**config.mk**
```make
export PLATFORM = sky130hd
export DESIGN_NAME = ps2_rx_interface
export DESIGN_NICKNAME = d
export VERILOG_FILES = /design/src/rtl/ps2_pkg.sv /design/src/rtl/ps2_sync_edge.sv /design/src/rtl/ps2_rx_interface.sv
export SDC_FILE = /design/constraint.sdc
export NUM_CORES = 1
export LEC_CHECK = 0
export BUFFER_PORTS_ARGS = -buffer_cell sky130_fd_sc_hd__buf_2
export CORE_AREA = 10 10 77 79
export CTS_BUF_LIST = sky130_fd_sc_hd__clkbuf_16
export CTS_CLUSTER_SIZE = 28
export DETAILED_ROUTE_END_ITERATION = 8
export DIE_AREA = 0 0 87 89
export GPL_TIMING_DRIVEN = 1
export PLACE_DENSITY = 0.65
export SYNTH_ARGS = -nofsm -noshare
export SYNTH_HDL_FRONTEND = slang
export SYNTH_SLANG_ARGS = --single-unit
export TNS_END_PERCENT = 20
```
**constraint.sdc**
```tcl
create_clock -name clk -period 5.61 [get_ports clk]
set_input_delay 1.122 -clock clk [delete_from_list [all_inputs] [get_ports clk]]
set_output_delay 1.122 -clock clk [all_outputs]
set_load 0.01 [all_outputs]
```
**src/rtl/ps2_pkg.sv**
```systemverilog
// Shared PS/2 receive definitions: frame geometry, FSM states, frame check helper.
package ps2_pkg;

   localparam int unsigned PS2_FRAME_BITS = 11;
   localparam int unsigned PS2_DATA_BITS  = 8;
   localparam int unsigned PS2_CNT_W      = $clog2(PS2_DATA_BITS);

   typedef enum logic [1:0] {
      IDLE   = 2'd0,
      DATA   = 2'd1,
      PARITY = 2'd2,
      STOP   = 2'd3
   } ps2_state_e;

   // Good frame: stop bit high and odd parity across data plus parity bit.
   function automatic logic frame_ok(input logic [PS2_DATA_BITS-1:0] bits_v,
                                     input logic                     parity_v,
                                     input logic                     stop_v);
      return stop_v & (^{bits_v, parity_v});
   endfunction

endpackage

```
**src/rtl/ps2_sync_edge.sv**
```systemverilog
// Two-flop synchronizers for the PS/2 lines plus rising-edge detect on the clock line.
module ps2_sync_edge (
   input  logic clk,
   input  logic reset,
   input  logic ps2_clk,
   input  logic ps2_data,
   output logic rise_c,
   output logic data_sync
);

   logic clk_s1;
   logic clk_s2;
   logic clk_s3;
   logic data_s1;
   logic data_s2;

   // Equal-depth chains keep clock/data alignment; reset high so release is edge-free.
   always_ff @(posedge clk or negedge reset) begin
      if (!reset) begin
         clk_s1  <= 1'b1;
         clk_s2  <= 1'b1;
         clk_s3  <= 1'b1;
         data_s1 <= 1'b1;
         data_s2 <= 1'b1;
      end else begin
         clk_s1  <= ps2_clk;
         clk_s2  <= clk_s1;
         clk_s3  <= clk_s2;
         data_s1 <= ps2_data;
         data_s2 <= data_s1;
      end
   end

   assign rise_c    = clk_s2 & ~clk_s3;
   assign data_sync = data_s2;

endmodule

```
**src/rtl/ps2_rx_interface.sv**
```systemverilog
// PS/2 device-to-host frame decoder: deserializes 11-bit frames and strobes good bytes.
module ps2_rx_interface
   import ps2_pkg::*;
#(
   parameter int unsigned TIMEOUT_CYCLES = 5000
) (
   input  logic                     clk,
   input  logic                     reset,
   input  logic                     ps2_clk,
   input  logic                     ps2_data,
   output logic [PS2_DATA_BITS-1:0] data,
   output logic                     valid
);

   localparam int unsigned TO_W = $clog2(TIMEOUT_CYCLES + 1);

   ps2_state_e               state_q;
   ps2_state_e               state_d;
   logic                     rise_c;
   logic                     data_sync;
   logic [PS2_DATA_BITS-1:0] shreg_q;
   logic [PS2_CNT_W-1:0]     bit_cnt_q;
   logic                     parity_q;
   logic [TO_W-1:0]          to_cnt_q;
   logic                     timeout_c;
   logic                     last_bit_c;
   logic                     start_c;
   logic                     shift_c;
   logic                     par_c;
   logic                     check_c;
   logic                     frame_good_c;

   ps2_sync_edge u_sync (
      .clk       (clk),
      .reset     (reset),
      .ps2_clk   (ps2_clk),
      .ps2_data  (ps2_data),
      .rise_c    (rise_c),
      .data_sync (data_sync)
   );

   assign timeout_c    = (to_cnt_q == TO_W'(TIMEOUT_CYCLES));
   assign last_bit_c   = (bit_cnt_q == PS2_CNT_W'(PS2_DATA_BITS - 1));
   assign frame_good_c = check_c & frame_ok(shreg_q, parity_q, data_sync);

   // FSM state register.
   always_ff @(posedge clk or negedge reset) begin
      if (!reset) begin
         state_q <= IDLE;
      end else begin
         state_q <= state_d;
      end
   end

   // Next state: advance on each sampled rise, abort to IDLE on a stalled frame.
   always_comb begin
      state_d = state_q;
      case (state_q)
         IDLE: begin
            if (rise_c && !data_sync) state_d = DATA;
         end
         DATA: begin
            if (rise_c) begin
               if (last_bit_c) state_d = PARITY;
            end else if (timeout_c) begin
               state_d = IDLE;
            end
         end
         PARITY: begin
            if (rise_c)         state_d = STOP;
            else if (timeout_c) state_d = IDLE;
         end
         STOP: begin
            if (rise_c || timeout_c) state_d = IDLE;
         end
         default: state_d = IDLE;
      endcase
   end

   // Per-state datapath strobes, all qualified by a sampled rise.
   always_comb begin
      start_c = 1'b0;
      shift_c = 1'b0;
      par_c   = 1'b0;
      check_c = 1'b0;
      case (state_q)
         IDLE:    start_c = rise_c & ~data_sync;
         DATA:    shift_c = rise_c;
         PARITY:  par_c   = rise_c;
         STOP:    check_c = rise_c;
         default: ;
      endcase
   end

   // Shift register, bit counter and parity capture; LSB arrives first.
   always_ff @(posedge clk or negedge reset) begin
      if (!reset) begin
         shreg_q   <= '0;
         bit_cnt_q <= '0;
         parity_q  <= 1'b0;
      end else begin
         if (start_c) begin
            shreg_q   <= '0;
            bit_cnt_q <= '0;
         end else if (shift_c) begin
            shreg_q   <= {data_sync, shreg_q[PS2_DATA_BITS-1:1]};
            bit_cnt_q <= bit_cnt_q + PS2_CNT_W'(1);
         end
         if (par_c) parity_q <= data_sync;
      end
   end

   // Cycles since the last rise while mid-frame; saturates at the timeout value.
   always_ff @(posedge clk or negedge reset) begin
      if (!reset) begin
         to_cnt_q <= '0;
      end else if (state_q == IDLE || rise_c) begin
         to_cnt_q <= '0;
      end else if (!timeout_c) begin
         to_cnt_q <= to_cnt_q + TO_W'(1);
      end
   end

   // Output byte holds until the next good frame; valid is a one-cycle strobe.
   always_ff @(posedge clk or negedge reset) begin
      if (!reset) begin
         data  <= '0;
         valid <= 1'b0;
      end else begin
         valid <= frame_good_c;
         if (frame_good_c) data <= shreg_q;
      end
   end

endmodule

```
Word level (Yosys, flattened, before mapping)
Cells that the tools add are included.
{"block": "word_totals", "register_bits": 41, "inputBits": 4, "out_inout_bits": 9, "word_cells": 54}
{"block": "op_classes", "addsub": 2, "eq_ne": 9, "mux": 17, "n_bitwise": 6, "n_reduce_logical": 8}
{"operator": "13-bit 2-to-1 mux", "n": 2}
{"operator": "8-bit 2-to-1 mux", "n": 2}
{"operator": "13-bit by 1-bit adder with 13-bit output (second input constant)", "n": 1}
{"operator": "13-bit equality test (second input constant)", "n": 1}
{"operator": "2-bit 2-to-1 mux", "n": 6}
{"operator": "9-bit parity", "n": 1}
{"operator": "2-bit one-hot mux with 4 select lines", "n": 1}
{"operator": "3-bit 2-to-1 mux", "n": 2}
{"operator": "1-bit AND", "n": 4}
{"operator": "2-bit equality test (second input constant)", "n": 2}
{"operator": "1-bit 2-to-1 mux", "n": 4}
{"operator": "2-bit != test (second input constant)", "n": 2}
{"operator": "3-bit by 1-bit adder with 3-bit output (second input constant)", "n": 1}
{"operator": "3-bit equality test (second input constant)", "n": 1}
{"operator": "3-bit != test (second input constant)", "n": 1}
{"operator": "3-bit AND reduction", "n": 1}
{"operator": "2-bit by 1-bit equality test with 1-bit output (second input constant)", "n": 1}
{"operator": "2-bit zero test", "n": 1}
{"operator": "1-bit logical OR", "n": 2}
{"operator": "2-bit by 1-bit != test with 1-bit output (second input constant)", "n": 1}
{"operator": "1-bit NOT", "n": 2}
{"operator": "2-bit nonzero test", "n": 1}
{"operator": "1-bit logical AND", "n": 1}
{"operator": "1-bit zero test", "n": 1}

Longest topological paths before layout
Gate-level depths: netlist of the first run.
{"block": "logic_depth", "ltp_word": 5, "depth_mapped": 6, "depth_no_buf": 6}

By module
From an unflattened synthesis of the first run, not the netlist that was laid out.
{"block": "hier_totals", "hier_cells": 163, "area_unflattened_um2": 1844.3}
{"module": "ps2_rx_interface", "instances": 1, "cells_per_inst": 157, "area_per_inst_um2": 1699.1, "seq_area_each_um2": 900.9}
{"module": "ps2_sync_edge", "instances": 1, "cells_per_inst": 6, "area_per_inst_um2": 145.1, "seq_area_each_um2": 131.4}

Least setup slack after synthesis of the first run
Ideal clock, no wire load.
{"block": "synth_path", "path_type": "flip-flop to flip-flop", "startpoint": "register shreg_q[4]", "endpoint": "register data[0]", "setup_time_ns": 0.125, "arrival_time_ns": 1.680, "t_required_ns": 5.485, "slack_ns": 3.805, "path_stages_with_launch": 6, "path_buffers": 1, "synth_period_minus_slack_ns": 1.805, "path_cell_list": "dfrtp_1 > xor2_1 > xnor3_1 > mux2_4 > buf_6 > mux2_4"}
{"block": "synth_via", "elab_chain_cells": 3}
{"element": "start, declared", "line": "ps2_rx_interface.sv:21", "source": "logic [PS2_DATA_BITS-1:0] shreg_q;"}
{"element": "start signal, assigned", "line": "ps2_rx_interface.sv:106", "source": "shreg_q <= {data_sync, shreg_q[PS2_DATA_BITS-1:1]};"}
{"element": "9-bit parity", "line": "ps2_pkg.sv:19", "source": "return stop_v & (^{bits_v, parity_v});"}
{"element": "1-bit AND", "line": "ps2_pkg.sv:19"}
{"element": "1-bit AND", "line": "ps2_rx_interface.sv:44", "source": "assign frame_good_c = check_c & frame_ok(shreg_q, parity_q, data_sync);"}
{"element": "named net frame_good_c", "line": "ps2_rx_interface.sv:31", "source": "logic frame_good_c;"}
{"element": "end signal, assigned", "line": "ps2_rx_interface.sv:131", "source": "if (frame_good_c) data <= shreg_q;"}
{"element": "end, declared", "line": "ps2_rx_interface.sv:11", "source": "output logic [PS2_DATA_BITS-1:0] data,"}
The timed path passes the listed nets, and every way through them passes these cells.
A chain may end at the register's enable or synchronous reset.

Worst setup path after layout of the first run
{"block": "layout_path", "startpoint": "register data[0]", "endpoint": "output data[0]"}
No word-level cell between the ends.

==> flow_summary.toml, run 1 <==
[yosys]
synth.lib_cells_used.distinct = 29
synth-main-ff-cell = "sky130_fd_sc_hd__dfrtp_1"
synth_top_area_cell = "sky130_fd_sc_hd__dfrtp_1"
synthTopCellsByArea = "sky130_fd_sc_hd__dfrtp_1 (48%), sky130_fd_sc_hd__mux2_4 (7.2%), sky130_fd_sc_hd__dfstp_2 (7.0%)"
yosys.cell_count.top_type = "sky130_fd_sc_hd__dfrtp_1"
compound_cell_area_share_of_the_yosys_netlist = 0.0532
async_set_reset_flop_share_out_of_synthesis = 1.00
postSynthNetCount = 179
mean_post_synth_cell_area_um2 = 11.0
register_bit_total_from_synthesis = 41
ys_warn_count = 0
top_cells_by_count_synth = "sky130_fd_sc_hd__dfrtp_1 (36), sky130_fd_sc_hd__nand2_1 (26), sky130_fd_sc_hd__nor2_1 (12)"
post_synth_inst_count = 171
synth-simple-area-share = 0.184
synthAdderAreaFrac = 0.0266
post_synth_xor_area_fraction = 0.0798
part_of_the_yosys_area_used_for_sequential_elements = 0.549
synth_enable_flop_cells = 0
combinational_family_with_the_most_area_after_synthesis = "simple AND/OR/NAND/NOR gates"
synth_mux_area_frac = 0.0832
mappedNetlistArea_um2 = 1880
post-synth-top-area-fraction = 0.479

[job]
cap_viol_max_count = 0

[cts]
cts_resized = 0
path_clk_slew_ps = 60
clkLatencyLatePin_ps = 280
post_cts_hold_buffer_count = 0
cts_htree_levels = 2
tritoncts_num_sinks = 41
post-cts-setup-buffers = 0
root_buffer = "sky130_fd_sc_hd__clkbuf_16"
cts_tree = "yes"
tritoncts.num_buffers = 5
maximum_number_of_buffers_from_clock_root_to_sink = 2

[setup_path]
cpLargestDelayFamily = "flip-flops"
path_cells = "buf_2"
worst-setup-path-type = "reg2out"
cp_data_required_time_ps = 4490
reg2reg_to = "data[3]"
critPathLaunch = "data[0]"
path_max_fanout = 2
timing.critical_path.depth = 1
startpoint_type = "register"
reg2reg_from = "shreg_q[4]"
cpMaxStageDelayCell = "sky130_fd_sc_hd__dfrtp_1"
timing.critical_path.arrival_ps = 810
timing.reg2reg.setup_slack_ps = 3760
critPathMaxStageDelay_ps = 390
setup.worst_path.end_class = "output port"
rr_worst_depth = 4
critPathCapture = "data[0]"
critical_path.n_buffers_inverters = 1

[power]
power.static_leakage_nw = 0.962
power.share.combinational = 0.107
pwr-share-seq = 0.499
clkPwrFrac = 0.394
ir_worst_vdd_mv = 0.126
power.density_cell_area_nw_per_um2 = 320
internal_power_mw = 0.517
p_sw_frac = 0.243
p_switching_mw = 0.166

[sta]
setup_slack_ps = 3680
final-setup-viol-count = 0
slew_violations = 0
worst_slew_margin_rel = 0.406
hold_viol = 0
finalCriticalPeriod_ps = 1930
timing_worst_slew_pin_value_ps = 891
final_hold_slack_ps = 356
grt_setup_unrepaired = "no"
timing.fmax_mhz = 517
final_min_period_over_clock_period = 0.345
finalSetupTns_ps = 0
skew_ps = 2.48

[final_layout]
insertedDiodeCount = 0
layoutNonFillerInstCount = 242
final_net_count = 195
post_route_cells_drive_above_1_share = 0.186
final_core_util = 0.471
layout.filler_cells = 395
area_added_between_synthesis_and_finish_pct = 13.5

[global_routing]
grt.overflow.total = 0
grt_pass1_vias = 1214
global_route.usage.total = 0.0906
grt_start_max_net_pins = 42
antenna_found_initial = 0
grt_first_pass_wirelength_mm = 5.60

[outcome]
run_status = "finished, final reports clean"

[die]
dieArea_um2 = 7740
io_pins = 13
die_height_um = 89
dieWidth_um = 87
core_ar_um2 = 4540
floorplan.rows = 25
starting_density_of_the_core = 0.415

[placed_design]
gp_congestion = 0.757
number_of_buffer_cells_added_on_primary_ports = 12
dpl_cells = 234
hpwl_mm = 2.12
place_ws_ps = 3690

[routing]
finalWirelength_mm = 3.20
detail_route.vias_per_cell = 4.97
drcViolationCount = 0
ant_nets = 0
violation_count_after_the_first_detailed_routing_iteration = 38
num_vias = 1202
drt-pass1-iter-count = 4
wl_per_cell_um = 13.2

[min_path]
worstHoldPathType = "reg2reg"
==> cell families (layout without fill, tap and decap cells) <==
logic type,count (synthesis),count (layout)
AND/OR/NAND/NOR,71,71
XOR/XNOR,14,14
AO/OA/AOI/OAI,20,20
adder cells (fa/ha/maj),4,4
buffers and inverters,10,27
multiplexers,11,11
flip-flops,41,41
==> power groups by stage <==
stage / logic (mW) / registers, mW / clock network (mW)
floorplan: 0.0569 / 0.341 / 0
global placement: 0.0716 / 0.345 / 0
detailed placement: 0.0742 / 0.347 / 0
CTS: 0.0744 / 0.341 / 0.275
global route: 0.0846 / 0.345 / 0.289
finish: 0.0729 / 0.341 / 0.270
==> flip-flops by register name (all words and copies together) (netlist names), 2 cells and up <==
name       count
to_cnt_q      13
data           8
state_q        2
bit_cnt_q      3
shreg_q        8
==> cell usage in the layout, fill, tap and decap left out, types with 4 or more instances in the layout <==
cell	n
sky130_fd_sc_hd__nor2_1	12
sky130_fd_sc_hd__mux2_4	9
sky130_fd_sc_hd__nand2_1	26
sky130_fd_sc_hd__clkbuf_16	5
sky130_fd_sc_hd__inv_1	5
sky130_fd_sc_hd__ha_1	4
sky130_fd_sc_hd__nand3_1	10
sky130_fd_sc_hd__buf_2	12
sky130_fd_sc_hd__a21oi_1	10
sky130_fd_sc_hd__nor4_1	4
sky130_fd_sc_hd__dfstp_2	5
sky130_fd_sc_hd__dfrtp_1	36
sky130_fd_sc_hd__o21ai_0	10
sky130_fd_sc_hd__xnor2_1	9
==> area by class of cell <==
class / instances / area [µm²] / area share
repair buffers: 14 / 75.1 / 0.0352
multi-input cells: 120 / 803 / 0.376
well taps: 54 / 67.6 / 0.0317
clock buffers: 5 / 125 / 0.0586
clock inverters: 3 / 12.5 / 0.00586
flip-flops and latches: 41 / 1030 / 0.484
inverters: 5 / 18.8 / 0.00879
==> routing by layer <==
layer  part of all wire  up-vias  GRT usage
met5                  0        -          0
met4              0.026        0     0.0574
met3              0.032        6     0.0219
met2               0.43       15      0.135
met1               0.51      565      0.115
li1                   -      616          -
==> worst min path at each step <==
stage | from | end | slack, ps | cells after the start
5_1_grt | u_sync.clk_s1 | u_sync.clk_s2 | 360 | 0
4_1_cts | u_sync.data_s1 | u_sync.data_sync | 360 | 0
6_report | u_sync.clk_s1 | u_sync.clk_s2 | 360 | 0
3_3_place_gp | u_sync.data_s1 | u_sync.data_sync | 350 | 0
2_1_floorplan | u_sync.clk_s1 | u_sync.clk_s2 | 350 | 0
3_5_place_dp | u_sync.data_s1 | u_sync.data_sync | 350 | 0
==> stage by stage <==
stage          total power, mW  instance area, µm²
2_1_floorplan            0.398                1880
3_3_place_gp             0.417                2000
3_5_place_dp             0.421                2000
4_1_cts                  0.691                2130
5_1_grt                  0.719                2130
6_report                 0.683                2130
No activity file was read; power rests on OpenSTA's default activity.
==> run 2, diff against run 1 <==
Settings changed: PLACE_DENSITY 0.65 to 0.67.
Clock period 5.61 ns to 1.75 ns, I/O delays scaled along.
==> run 2 against run 1 <==
Critical path depth is 3 higher. Sequential power grew to 3.2 times the previous value. Flip-flop and latch count stayed put. First-iteration DRC count grew to 2.8 times the previous value. Largest power group unchanged. The flow now finishes with violations (setup timing). Critical endpoint is now data[2]. Sequential share of layout area is 2.4 points lower.
==> flow_summary.toml, run 2 (same netlist as run 1, synthesis figures left out) <==
[die]
floorplan.rows = 25
starting_density_of_the_core = 0.415
dieArea_um2 = 7740
dieWidth_um = 87
io_pins = 13
die_height_um = 89
core_ar_um2 = 4540

[final_layout]
post_route_cells_drive_above_1_share = 0.255
layout.filler_cells = 395
area_added_between_synthesis_and_finish_pct = 19.4
insertedDiodeCount = 0
layoutNonFillerInstCount = 254
layout_commonest_cell = "sky130_fd_sc_hd__dfrtp_1"
final_core_util = 0.495
largest_register_ffs = 13
largest_register = "to_cnt_q"
final_net_count = 207
reg_top3 = "to_cnt_q (13), data (8), shreg_q (8)"
layout.cells.most_common_list = "sky130_fd_sc_hd__dfrtp_1 (36), sky130_fd_sc_hd__nand2_1 (26), sky130_fd_sc_hd__buf_4 (13), sky130_fd_sc_hd__nor2_1 (12), sky130_fd_sc_hd__buf_2 (12)"

[cts]
path_clk_slew_ps = 60
tritoncts_num_sinks = 41
clkLatencyLatePin_ps = 280
post_cts_hold_buffer_count = 0
tritoncts.num_buffers = 5
cts_htree_levels = 2
maximum_number_of_buffers_from_clock_root_to_sink = 2
root_buffer = "sky130_fd_sc_hd__clkbuf_16"
cts_tree = "yes"

[outcome]
run_status = "complete, but fails checks"
failed_checks = "setup timing"

[setup_path]
cp_data_required_time_ps = 1920
critical_path.n_buffers_inverters = 0
path_max_fanout = 5
timing.critical_path.arrival_ps = 1990
cpMaxStageDelayCell = "sky130_fd_sc_hd__xnor3_1"
path_cells = "xnor2_1 > xnor3_1 > mux2_4 > mux2_4"
setup.worst_path.end_class = "register"
critPathMostFrequentCell = "sky130_fd_sc_hd__mux2_4"
cpLargestDelayFamily = "multiplexers"
critPathMaxStageDelay_ps = 460
worst-setup-path-type = "reg2reg"
startpoint_type = "register"

[routing]
num_vias = 1277
finalWirelength_mm = 3.33
ant_nets = 0
drt-pass1-iter-count = 4
detail_route.vias_per_cell = 5.03
wl_per_cell_um = 13.1
violation_count_after_the_first_detailed_routing_iteration = 105
drcViolationCount = 0

[global_routing]
grt_start_max_net_pins = 42
antenna_found_initial = 0
grt.overflow.total = 0
grt_first_pass_wirelength_mm = 6.02
global_route.usage.total = 0.0992
grt_pass1_vias = 1216

[placed_design]
dpl_cells = 244
gp_congestion = 0.777
place_ws_ps = -64.6
hpwl_mm = 2.24
number_of_buffer_cells_added_on_primary_ports = 12

[sta]
setup_slack_ps = -73.9
final-setup-viol-count = 8
timing_worst_slew_pin_value_ps = 495
skew_ps = 5.12
worst_slew_margin_rel = 0.670
finalSetupTns_ps = -484
slew_violations = 0
finalCriticalPeriod_ps = 1820
final_min_period_over_clock_period = 1.04
grt_setup_unrepaired = "yes"
timing.fmax_mhz = 548
hold_viol = 0

[min_path]
worstHoldPathType = "in2async"

[power]
power.static_leakage_nw = 1.03
ir_worst_vdd_mv = 0.354
totalPowerFinal_mw = 2.26
power.density_cell_area_nw_per_um2 = 1010

[job]
cap_viol_max_count = 0
## run 2: cell count changes in the layout (fill, tap and decap cells not counted)
cell	before	now
sky130_fd_sc_hd__clkinv_2	1	2
sky130_fd_sc_hd__nor3b_2	0	1
sky130_fd_sc_hd__nor3b_1	1	0
sky130_fd_sc_hd__mux2_2	1	2
sky130_fd_sc_hd__xnor2_2	0	1
sky130_fd_sc_hd__clkinvlp_4	0	1
sky130_fd_sc_hd__xnor2_1	9	8
sky130_fd_sc_hd__buf_4	2	13
sky130_fd_sc_hd__clkinv_1	2	0
## run 2: what timing repair did
| action | CTS | global route |
|---|---|---|
| gates resized for setup | 2 | 0 |
| buffers inserted | 1 | 0 |
| pin swaps | 1 | 0 |
| gates cloned | 1 | 0 |
| setup endpoints to repair | 8 | 8 |
## run 2: final cells by class
| cell class | count | area (µm²) | share of cell area |
|---|---|---|---|
| flip-flops and latches | 41 | 1030 | 0.460 |
| inverters | 5 | 18.8 | 0.00836 |
| well taps | 54 | 67.6 | 0.0301 |
| repair buffers | 25 | 158 | 0.0702 |
| clock inverters | 3 | 17.5 | 0.00780 |
| clock buffers | 5 | 125 | 0.0557 |
| multi-input cells | 121 | 827 | 0.368 |
## run 2: layer usage
| layer | global-route usage | vias to the layer above | wire [µm] |
|---|---|---|---|
| met5 | 0 | - | 0 |
| met4 | 0.0530 | 0 | 68 |
| met2 | 0.146 | 18 | 1540 |
| met1 | 0.126 | 613 | 1570 |
| li1 | - | 641 | - |
| met3 | 0.0328 | 5 | 150 |
## run 2: power by group
part	leakage (nW)	internal [mW]	switching, mW	total, mW
sequential	0.547	1.02	0.0571	1.08
clock	0.0696	0.522	0.367	0.890
combinational	0.409	0.150	0.142	0.293
total	1.03	1.70	0.567	2.26
## run 2: final timing paths
| kind | startpoint | end | slack (ps) | cells after the start |
|---|---|---|---|---|
| setup reg to reg | shreg_q[2] | data[2] | -70 | 4 |
| max in group asynchronous | reset | u_sync.clk_s3 | 1260 | 2 |
| hold / removal | reset | data[1] | 120 | 2 |
| hold reg to reg | u_sync.data_s1 | u_sync.data_sync | 350 | 0 |
| setup / recovery | shreg_q[2] | data[2] | -70 | 4 |
| min in group clk | ps2_data | u_sync.data_s1 | 160 | 1 |
## run 2: per-stage QoR
stage	cell area [µm²]	hold WS, ps
floorplan	1880	54.4
global placement	2070	346
detailed placement	2070	348
CTS	2250	139
global route	2250	158
finish	2250	116
==> run 3, diff against run 2 <==
Settings changed: REMOVE_ABC_BUFFERS set to 1.
==> run 3 against run 2 <==
The flow still finishes with violations (setup timing). Global-route usage is 0.19 points lower. Design area is 0.61% higher. Die area stayed put. Final cell count stayed put. Critical path depth stayed put. Flip-flop and latch count stayed put. Total power is 0.18% higher. Sequential share of layout area is 0.28 points lower. Setup slack worse by 7.6 ps. Critical path type unchanged. Critical endpoint is now data[0].
==> flow_summary.toml, run 3 (same netlist as run 1, synthesis figures left out) <==
[sta]
worst_slew_margin_rel = 0.682
final-setup-viol-count = 8
grt_setup_unrepaired = "yes"
slew_violations = 0
finalCriticalPeriod_ps = 1830
setup_slack_ps = -81.5
hold_viol = 0
timing.fmax_mhz = 546
skew_ps = 5.24
timing_worst_slew_pin_value_ps = 478
final_min_period_over_clock_period = 1.05
finalSetupTns_ps = -581

[routing]
violation_count_after_the_first_detailed_routing_iteration = 37
drt-pass1-iter-count = 6
detail_route.vias_per_cell = 5.04
num_vias = 1281
wl_per_cell_um = 12.9
ant_nets = 0
finalWirelength_mm = 3.29
drcViolationCount = 0

[cts]
post_cts_hold_buffer_count = 0
tritoncts.num_buffers = 5
root_buffer = "sky130_fd_sc_hd__clkbuf_16"
cts_tree = "yes"
cts_htree_levels = 2
path_clk_slew_ps = 60
clkLatencyLatePin_ps = 280
maximum_number_of_buffers_from_clock_root_to_sink = 2
tritoncts_num_sinks = 41

[power]
totalPowerFinal_mw = 2.27
power.density_cell_area_nw_per_um2 = 1000
power.static_leakage_nw = 1.03
ir_worst_vdd_mv = 0.420

[setup_path]
cp_data_required_time_ps = 1920
worst-setup-path-type = "reg2reg"
setup.worst_path.end_class = "register"
timing.critical_path.arrival_ps = 2000
path_max_fanout = 4
startpoint_type = "register"

[final_layout]
insertedDiodeCount = 0
largest_register = "to_cnt_q"
area_added_between_synthesis_and_finish_pct = 20.2
layout_commonest_cell = "sky130_fd_sc_hd__dfrtp_1"
layout.cells.most_common_list = "sky130_fd_sc_hd__dfrtp_1 (36), sky130_fd_sc_hd__nand2_1 (26), sky130_fd_sc_hd__nor2_1 (12), sky130_fd_sc_hd__buf_2 (12), sky130_fd_sc_hd__buf_4 (12)"
reg_top3 = "to_cnt_q (13), data (8), shreg_q (8)"
post_route_cells_drive_above_1_share = 0.255
final_net_count = 207
largest_register_ffs = 13
final_area_um2 = 2260

[global_routing]
grt_start_max_net_pins = 23
global_route.usage.total = 0.0973
grt.overflow.total = 0
antenna_found_initial = 0
grt_pass1_vias = 1335
grt_first_pass_wirelength_mm = 6.04

[placed_design]
number_of_buffer_cells_added_on_primary_ports = 12
hpwl_mm = 2.25
place_area_um2 = 2090
place_ws_ps = -54.3
gp_congestion = 0.736

[die]
die_height_um = 89
dieWidth_um = 87
core_ar_um2 = 4540
dieArea_um2 = 7740
starting_density_of_the_core = 0.415
io_pins = 13
floorplan.rows = 25

[min_path]
worstHoldPathType = "in2async"

[outcome]
failed_checks = "setup timing"
run_status = "complete, but fails checks"

[job]
cap_viol_max_count = 0
run 3: power breakdown:
group	internal [mW]	total (mW)	switching, mW
Combinational	0.159	0.309	0.150
Sequential	1.02	1.08	0.0526
Clock	0.522	0.882	0.360
run 3: timing repair:
| item | 4_1_cts | 5_1_grt |
|---|---|---|
| pin swaps | 0 | 1 |
| endpoints found under the setup margin | 8 | 9 |
| gates resized for setup | 1 | 1 |
| buffers inserted | 0 | 0 |
| cloned | 0 | 1 |
run 3: through the flow:
step | hold WS (ps) | util | instances
after floorplan | 54.4 | - | 166
after global placement | 337 | 0.461 | 245
after detailed placement | 341 | 0.461 | 245
after CTS | 39.9 | 0.494 | 253
after global routing | 61.1 | 0.498 | 254
final | 22.2 | 0.498 | 254
run 3: area by class of cell:
cell class                 instances  area (µm²)
inverter                           5        18.8
sequential                        41        1030
fill                             412        2280
clock buffer                       5         125
multi-input combinational        121         828
clock inverter                     3        17.5
timing repair buffer              25         170
tap                               54        67.6
run 3: path summary, 6_finish.rpt:
check / from / to / slack [ps] / cells past startpoint
worst max-delay path: shreg_q[3] / data[0] / -80 / 4
worst min-delay path: reset / data[6] / 20 / 1
worst max register to register: shreg_q[3] / data[0] / -80 / 4
worst min register to register: u_sync.clk_s1 / u_sync.clk_s2 / 360 / 0
max in group asynchronous: reset / u_sync.clk_s1 / 1180 / 2
min in group clk: ps2_data / u_sync.data_s1 / 160 / 1
run 3: per-layer routing:
layer	up-vias	global-route usage	part of all wire
met3	6	0.0310	0.054
met2	24	0.155	0.46
met1	611	0.116	0.46
met5	-	0	0
met4	0	0.0486	0.023
li1	640	-	-
run 3: critical path, cell delays in order, from the launching register on:
cell and delay [ps]:
sky130_fd_sc_hd__dfrtp_1 380, sky130_fd_sc_hd__xor2_1 160, sky130_fd_sc_hd__xnor3_1 440, sky130_fd_sc_hd__mux2_2 420
sky130_fd_sc_hd__mux2_4 310
